===== config.mk =====
export PLATFORM = sky130hd
export DESIGN_NAME = rtc_scan_ctrl
export DESIGN_NICKNAME = d
export VERILOG_FILES = /design/src/rtl/rtc_pkg.sv /design/src/rtl/rtc_addr_step.sv /design/src/rtl/rtc_scan_ctrl.sv
export SDC_FILE = /design/constraint.sdc
export NUM_CORES = 1
export LEC_CHECK = 0
export CELL_PAD_IN_SITES_DETAIL_PLACEMENT = 1
export CELL_PAD_IN_SITES_GLOBAL_PLACEMENT = 2
export CORE_ASPECT_RATIO = 1.25
export CORE_UTILIZATION = 34
export CTS_CLUSTER_DIAMETER = 150
export DETAILED_ROUTE_END_ITERATION = 8
export PLACE_DENSITY_LB_ADDON = 0.1
export SYNTH_ARGS = -nofsm -noshare
export SYNTH_HDL_FRONTEND = slang
export SYNTH_SLANG_ARGS = --single-unit

===== constraint.sdc =====
create_clock -name CLK -period 2 [get_ports CLK]
set_input_delay 0.4 -clock CLK [delete_from_list [all_inputs] [get_ports CLK]]
set_output_delay 0.4 -clock CLK [all_outputs]
set_load 0.01 [all_outputs]

===== src/rtl/rtc_pkg.sv =====
// Shared RTC constants and state encodings for the scan/alarm controller.
package rtc_pkg;
   localparam int         RTC_AW         = 7;
   localparam logic [6:0] RTC_INIT_ADDR  = 7'h02;
   localparam logic [6:0] RTC_SEG0_FIRST = 7'h21;
   localparam logic [6:0] RTC_SEG0_LAST  = 7'h26;
   localparam logic [6:0] RTC_SEG1_FIRST = 7'h41;
   localparam logic [6:0] RTC_SEG1_LAST  = 7'h43;

   typedef enum logic [1:0] {S_INIT, S_REQ, S_ADV, S_WAIT} scan_st_e;
   typedef enum logic       {A_IDLE, A_ON}                  alarm_st_e;

   // Counter width able to hold the parameter value itself.
   function automatic int cnt_w(input int n);
      return $clog2(n + 1);
   endfunction
endpackage


===== src/rtl/rtc_addr_step.sv =====
// One-step address move across the two register segments, wrapping between them.
module rtc_addr_step
   import rtc_pkg::*;
#(
   parameter int            AW         = RTC_AW,
   parameter logic [AW-1:0] SEG0_FIRST = AW'(RTC_SEG0_FIRST),
   parameter logic [AW-1:0] SEG0_LAST  = AW'(RTC_SEG0_LAST),
   parameter logic [AW-1:0] SEG1_FIRST = AW'(RTC_SEG1_FIRST),
   parameter logic [AW-1:0] SEG1_LAST  = AW'(RTC_SEG1_LAST)
) (
   input  logic [AW-1:0] i_addr,
   input  logic          i_dn,
   output logic [AW-1:0] o_next
);
   always_comb begin
      o_next = i_addr;
      if (!i_dn) begin
         if (i_addr == SEG0_LAST)      o_next = SEG1_FIRST;
         else if (i_addr == SEG1_LAST) o_next = SEG0_FIRST;
         else                          o_next = i_addr + AW'(1);
      end else begin
         if (i_addr == SEG0_FIRST)      o_next = SEG1_LAST;
         else if (i_addr == SEG1_FIRST) o_next = SEG0_LAST;
         else                           o_next = i_addr - AW'(1);
      end
   end
endmodule


===== src/rtl/rtc_scan_ctrl.sv =====
// RTC register scanner: init write, periodic two-segment scan, edit cursor and alarm timer.
module rtc_scan_ctrl
   import rtc_pkg::*;
#(
   parameter int            AW         = RTC_AW,
   parameter logic [AW-1:0] INIT_ADDR  = AW'(RTC_INIT_ADDR),
   parameter logic [AW-1:0] SEG0_FIRST = AW'(RTC_SEG0_FIRST),
   parameter logic [AW-1:0] SEG0_LAST  = AW'(RTC_SEG0_LAST),
   parameter logic [AW-1:0] SEG1_FIRST = AW'(RTC_SEG1_FIRST),
   parameter logic [AW-1:0] SEG1_LAST  = AW'(RTC_SEG1_LAST),
   parameter int            WAIT_CYC   = 5,
   parameter int            ALARM_CYC  = 3
) (
   input  logic          CLK,
   input  logic          RST,
   input  logic          i_done,
   input  logic          i_irq,
   input  logic          i_btn_left,
   input  logic          i_btn_right,
   input  logic          i_btn_commit,
   input  logic          i_btn_ack,
   output logic          o_req,
   output logic          o_wr,
   output logic [AW-1:0] o_addr,
   output logic [AW-1:0] o_cursor,
   output logic          o_scan_done,
   output logic          o_alarm,
   output logic          o_stw
);
   localparam int            WCW        = cnt_w(WAIT_CYC);
   localparam int            ACW        = cnt_w(ALARM_CYC);
   localparam logic [WCW-1:0] WAIT_LAST  = WCW'(WAIT_CYC - 1);
   localparam logic [ACW-1:0] ALARM_LAST = ACW'(ALARM_CYC - 1);

   scan_st_e       r_st, w_st;
   alarm_st_e      r_ast, w_ast;
   logic [AW-1:0]  r_addr, w_addr, r_cursor, w_cursor;
   logic [AW-1:0]  w_addr_inc, w_cur_step;
   logic           r_req, w_req, r_wr, w_wr, r_pend, w_pend, r_sdone, w_sdone;
   logic           r_alarm, w_alarm, r_stw, w_stw, r_ack, w_ack;
   logic [WCW-1:0] r_wcnt, w_wcnt;
   logic [ACW-1:0] r_acnt, w_acnt;
   logic           w_done;

   rtc_addr_step #(.AW(AW), .SEG0_FIRST(SEG0_FIRST), .SEG0_LAST(SEG0_LAST),
                   .SEG1_FIRST(SEG1_FIRST), .SEG1_LAST(SEG1_LAST))
   u_scan_step (.i_addr(r_addr), .i_dn(1'b0), .o_next(w_addr_inc));

   rtc_addr_step #(.AW(AW), .SEG0_FIRST(SEG0_FIRST), .SEG0_LAST(SEG0_LAST),
                   .SEG1_FIRST(SEG1_FIRST), .SEG1_LAST(SEG1_LAST))
   u_cur_step (.i_addr(r_cursor), .i_dn(i_btn_right), .o_next(w_cur_step));

   // A done arriving while no request is outstanding belongs to nothing.
   assign w_done = i_done & r_req;

   always_ff @(posedge CLK or posedge RST) begin
      if (RST) begin
         r_st     <= S_INIT;
         r_addr   <= INIT_ADDR;
         r_req    <= 1'b1;
         r_wr     <= 1'b1;
         r_pend   <= 1'b0;
         r_sdone  <= 1'b0;
         r_wcnt   <= '0;
         r_cursor <= SEG0_FIRST;
         r_ast    <= A_IDLE;
         r_acnt   <= '0;
         r_ack    <= 1'b0;
         r_alarm  <= 1'b0;
         r_stw    <= 1'b0;
      end else begin
         r_st     <= w_st;
         r_addr   <= w_addr;
         r_req    <= w_req;
         r_wr     <= w_wr;
         r_pend   <= w_pend;
         r_sdone  <= w_sdone;
         r_wcnt   <= w_wcnt;
         r_cursor <= w_cursor;
         r_ast    <= w_ast;
         r_acnt   <= w_acnt;
         r_ack    <= w_ack;
         r_alarm  <= w_alarm;
         r_stw    <= w_stw;
      end
   end

   always_comb begin
      w_st    = r_st;
      w_addr  = r_addr;
      w_req   = r_req;
      w_wr    = r_wr;
      w_pend  = r_pend | i_btn_commit;
      w_sdone = 1'b0;
      w_wcnt  = r_wcnt;
      case (r_st)
         S_INIT: if (w_done) begin
            w_st   = S_REQ;
            w_addr = SEG0_FIRST;
            w_wr   = 1'b0;
         end
         S_REQ: if (w_done) begin
            w_st    = S_ADV;
            w_req   = 1'b0;
            w_sdone = (r_addr == SEG1_LAST);
         end
         S_ADV: begin
            w_addr = w_addr_inc;
            if (r_addr == SEG1_LAST) begin
               w_st   = S_WAIT;
               w_wcnt = '0;
            end else begin
               w_st  = S_REQ;
               w_req = 1'b1;
            end
         end
         S_WAIT: begin
            if (r_wcnt == WAIT_LAST) begin
               // Scan write mode is latched here; a commit in this same cycle waits for the next scan.
               w_st   = S_REQ;
               w_req  = 1'b1;
               w_wr   = r_pend;
               w_pend = i_btn_commit;
               w_wcnt = '0;
            end else begin
               w_wcnt = r_wcnt + WCW'(1);
            end
         end
         default: w_st = S_INIT;
      endcase
   end

   always_comb begin
      w_cursor = r_cursor;
      if (i_btn_commit)                   w_cursor = SEG0_FIRST;
      else if (i_btn_left ^ i_btn_right)  w_cursor = w_cur_step;
   end

   always_comb begin
      w_ast  = r_ast;
      w_acnt = r_acnt;
      w_ack  = r_ack;
      w_stw  = 1'b0;
      case (r_ast)
         A_IDLE: if (i_irq) begin
            w_ast  = A_ON;
            w_acnt = '0;
            w_ack  = 1'b0;
         end
         A_ON: begin
            // An ack lets the current cycle finish, then exits on the next one.
            if (r_ack || r_acnt == ALARM_LAST) begin
               w_ast = A_IDLE;
               w_stw = 1'b1;
            end else begin
               w_acnt = r_acnt + ACW'(1);
               w_ack  = i_btn_ack;
            end
         end
         default: w_ast = A_IDLE;
      endcase
      w_alarm = (w_ast == A_ON);
   end

   assign o_req       = r_req;
   assign o_wr        = r_wr;
   assign o_addr      = r_addr;
   assign o_cursor    = r_cursor;
   assign o_scan_done = r_sdone;
   assign o_alarm     = r_alarm;
   assign o_stw       = r_stw;
endmodule


==> results.toml <==
[setup_path]
critPathSlowestCell = "dfstp_2"
path_max_fanout = 9
slowest_delay_ps = 630
worstPathCellList = "clkdlybuf4s50_1"
critPathCaptureType = "output pin"
crit_type = "flop to output pin"
startpoint_type = "flop"
worstPathArrival_ps = 1470
crit_family = "flip-flops"
crit_required_ps = 1600
critPathBufInv = 1

[power_and_ir_drop]
peakVddDrop_mv = 0.487
p_clk_share_pct = 14.5
p_int_uw = 1490
power_leakage_uw = 0.00109
switching_share_pct = 39.9
p_total_uw = 2480
p_comb_share_pct = 50.0
power_frac_seq_pct = 35.5
p_sw_uw = 990
p_per_area_nw_per_um2 = 977

[sta]
worst_pin_slew_ps = 413
min_period_over_period_pct = 93.6
max_freq_mhz = 534
setup_viol = 0
period_needed_ps = 1870
skew_ps = 9.49
slew_violations = 0
slew_headroom_pct = 72.4
tns_ps = 0
finalHoldViolCount = 0
rsz0062_at_grt = "false"

[place]
hpwl_um = 4320
io_buffers = 26
gp_congestion = 0.779

[yosys]
synth_top_area_cell = "dfrtp_1"
synth_warnings = 0
syn_nets = 251
synth_edf_count = 0
yosys_register_bits = 28
ys_async_sr_fraction_pct = 100
yosysMostFrequentCell = "dfrtp_1"
syn_inst = 229
ys_seq_area_share_pct = 34.9
synth_ff_type = "dfrtp_1"
syn_avg_cell_area_um2 = 8.85
synth_top_area_share_pct = 28.4
ys_types = 61
synthTopCellsByCount = "dfrtp_1, nand2_1, inv_1, nand3_1, nor2_1"
yosys-top-cells-area = "dfrtp_1, ha_1, dfstp_2"
synth_area_um2 = 2030

[grt]
antenna_found_initial = 0
grt_pass1_vias = 2040
grt-ovfl-total = 0
grt_pass1_wl_um = 9980
globalRouteTotalUtil_pct = 20.0
grt_max_degree = 29

[cts]
cts_buffers = 3
insertion_delay_ps = 280
cts_sinks = 28
postCtsSetupRepairBufs = 0
cts_tree = "done"
clkTransAtPathRegs_ps = 100
hold_buffers = 0
cts_buffer_depth = 2
h-tree-depth = 1
cts_resized = 0
cts_root_buffer = "clkbuf_8"

[job]
maxCapViolCount = 0

[final_layout]
finalNetCount = 294
multi_input_area_um2 = 1210
fill_cells = 690
drive_above_1_share_pct = 18.1
antenna_cells = 0
syn_to_final_growth_pct = 25.2
ff_latch_area_um2 = 708

[status]
status = "complete, no violations"

[drt]
drt_iter0_markers = 97
dr.pass1.iters = 6
ant_nets = 0
wl_per_cell_um = 17.0
vias = 1893
drt-vias-per-instance = 5.62
drt-total-wl_um = 5710
drc = 0

[hold_path]
hold_path.class = "input port to async pin"

[floorplan]
die_h_um = 88.3
initial_utilization_pct = 35.1
fp-row-count = 31
die_x_um = 71.1
pin_count = 27
core_area_um2 = 5780
fp.dieArea_um2 = 6280
[flip-flops by register name, summed over array words and instances (netlist names)]
name / flops
o_req: 1
r_pend: 1
r_st: 2
o_wr: 1
o_stw: 1
o_cursor: 7
r_acnt: 2
o_alarm: 1
r_ack: 1
r_wcnt: 3
o_scan_done: 1
o_addr: 7
[power groups by stage]
| stage | clock network [uW] | registers (uW) | logic (uW) |
|---|---|---|---|
| 6_report | 360 | 881 | 1240 |
| 4_1_cts | 380 | 883 | 1240 |
| 5_1_grt | 404 | 912 | 1390 |
| 3_3_place_gp | 0 | 887 | 1220 |
| 3_5_place_dp | 0 | 892 | 1230 |
| 2_1_floorplan | 0 | 897 | 749 |
[metrics by stage]
stage	setup WS, ps	std cells	hold WS [ps]	util, %	area [um^2]
global route	34.2	337	530	43.9	2540
CTS	15.3	337	506	43.5	2520
floorplan	189	229	450	-	2030
global placement	70.3	333	467	42.6	2460
finish	128	337	499	43.9	2540
detailed placement	32.1	333	483	42.6	2460
[cell families after synthesis]
kind of cell	share of synthesized area, %
XOR/XNOR	2.16
adder cells (fa/ha/maj)	8.64
AND/OR/NAND/NOR	22.2
flip-flops	34.9
buffers and inverters	6.42
AO/OA/AOI/OAI	24.2
multiplexers	1.54
[layer usage]
| layer | GRT usage, % | vias to the layer above | part of all wire, % |
|---|---|---|---|
| met5 | 0 | - | 0 |
| met4 | 5.82 | 0 | 0.74 |
| met2 | 37.4 | 21 | 53 |
| li1 | - | 927 | - |
| met1 | 24.4 | 941 | 44 |
| met3 | 1.82 | 4 | 2.0 |
[cells in the final DEF (no fill, tap or decap), types with 5 or more instances in the layout]
cell type,netlist,final
nor2_1,15,15
nand3_1,17,16
buf_4,1,21
o21ai_0,14,14
nor3_1,5,5
dfrtp_1,23,22
inv_1,17,17
clkdlybuf4s50_1,0,25
a31oi_1,7,7
nand2_1,21,21
ha_1,14,13
a21oi_1,10,10
dfstp_2,5,5
[path summary, 6_finish.rpt]
check / start / to / slack, ps / depth (start not counted)
setup / recovery: o_cursor[0]$_DFFE_PP1P_ / o_cursor[0] / 130 / 1
min in group CLK: r_pend$_DFF_PP0_ / r_pend$_DFF_PP0_ / 500 / 1
max in group asynchronous: RST / o_wr$_DFFE_PP1P_ / 1180 / 3
hold / removal: RST / o_addr[4]$_DFFE_PP0P_ / 500 / 3
hold reg to reg: r_pend$_DFF_PP0_ / r_pend$_DFF_PP0_ / 500 / 1
setup reg to reg: o_cursor[0]$_DFFE_PP1P_ / o_cursor[2]$_DFFE_PP0P_ / 130 / 6
[layout make-up]
cell class | count | share of cell area (%)
Multi-Input combinational cell | 175 | 47.6
Sequential cell | 28 | 27.9
Timing Repair Buffer | 47 | 16.6
Tap cell | 66 | 3.25
Inverter | 17 | 2.51
Clock buffer | 4 | 2.17
Power figures use the tool's default switching activity.
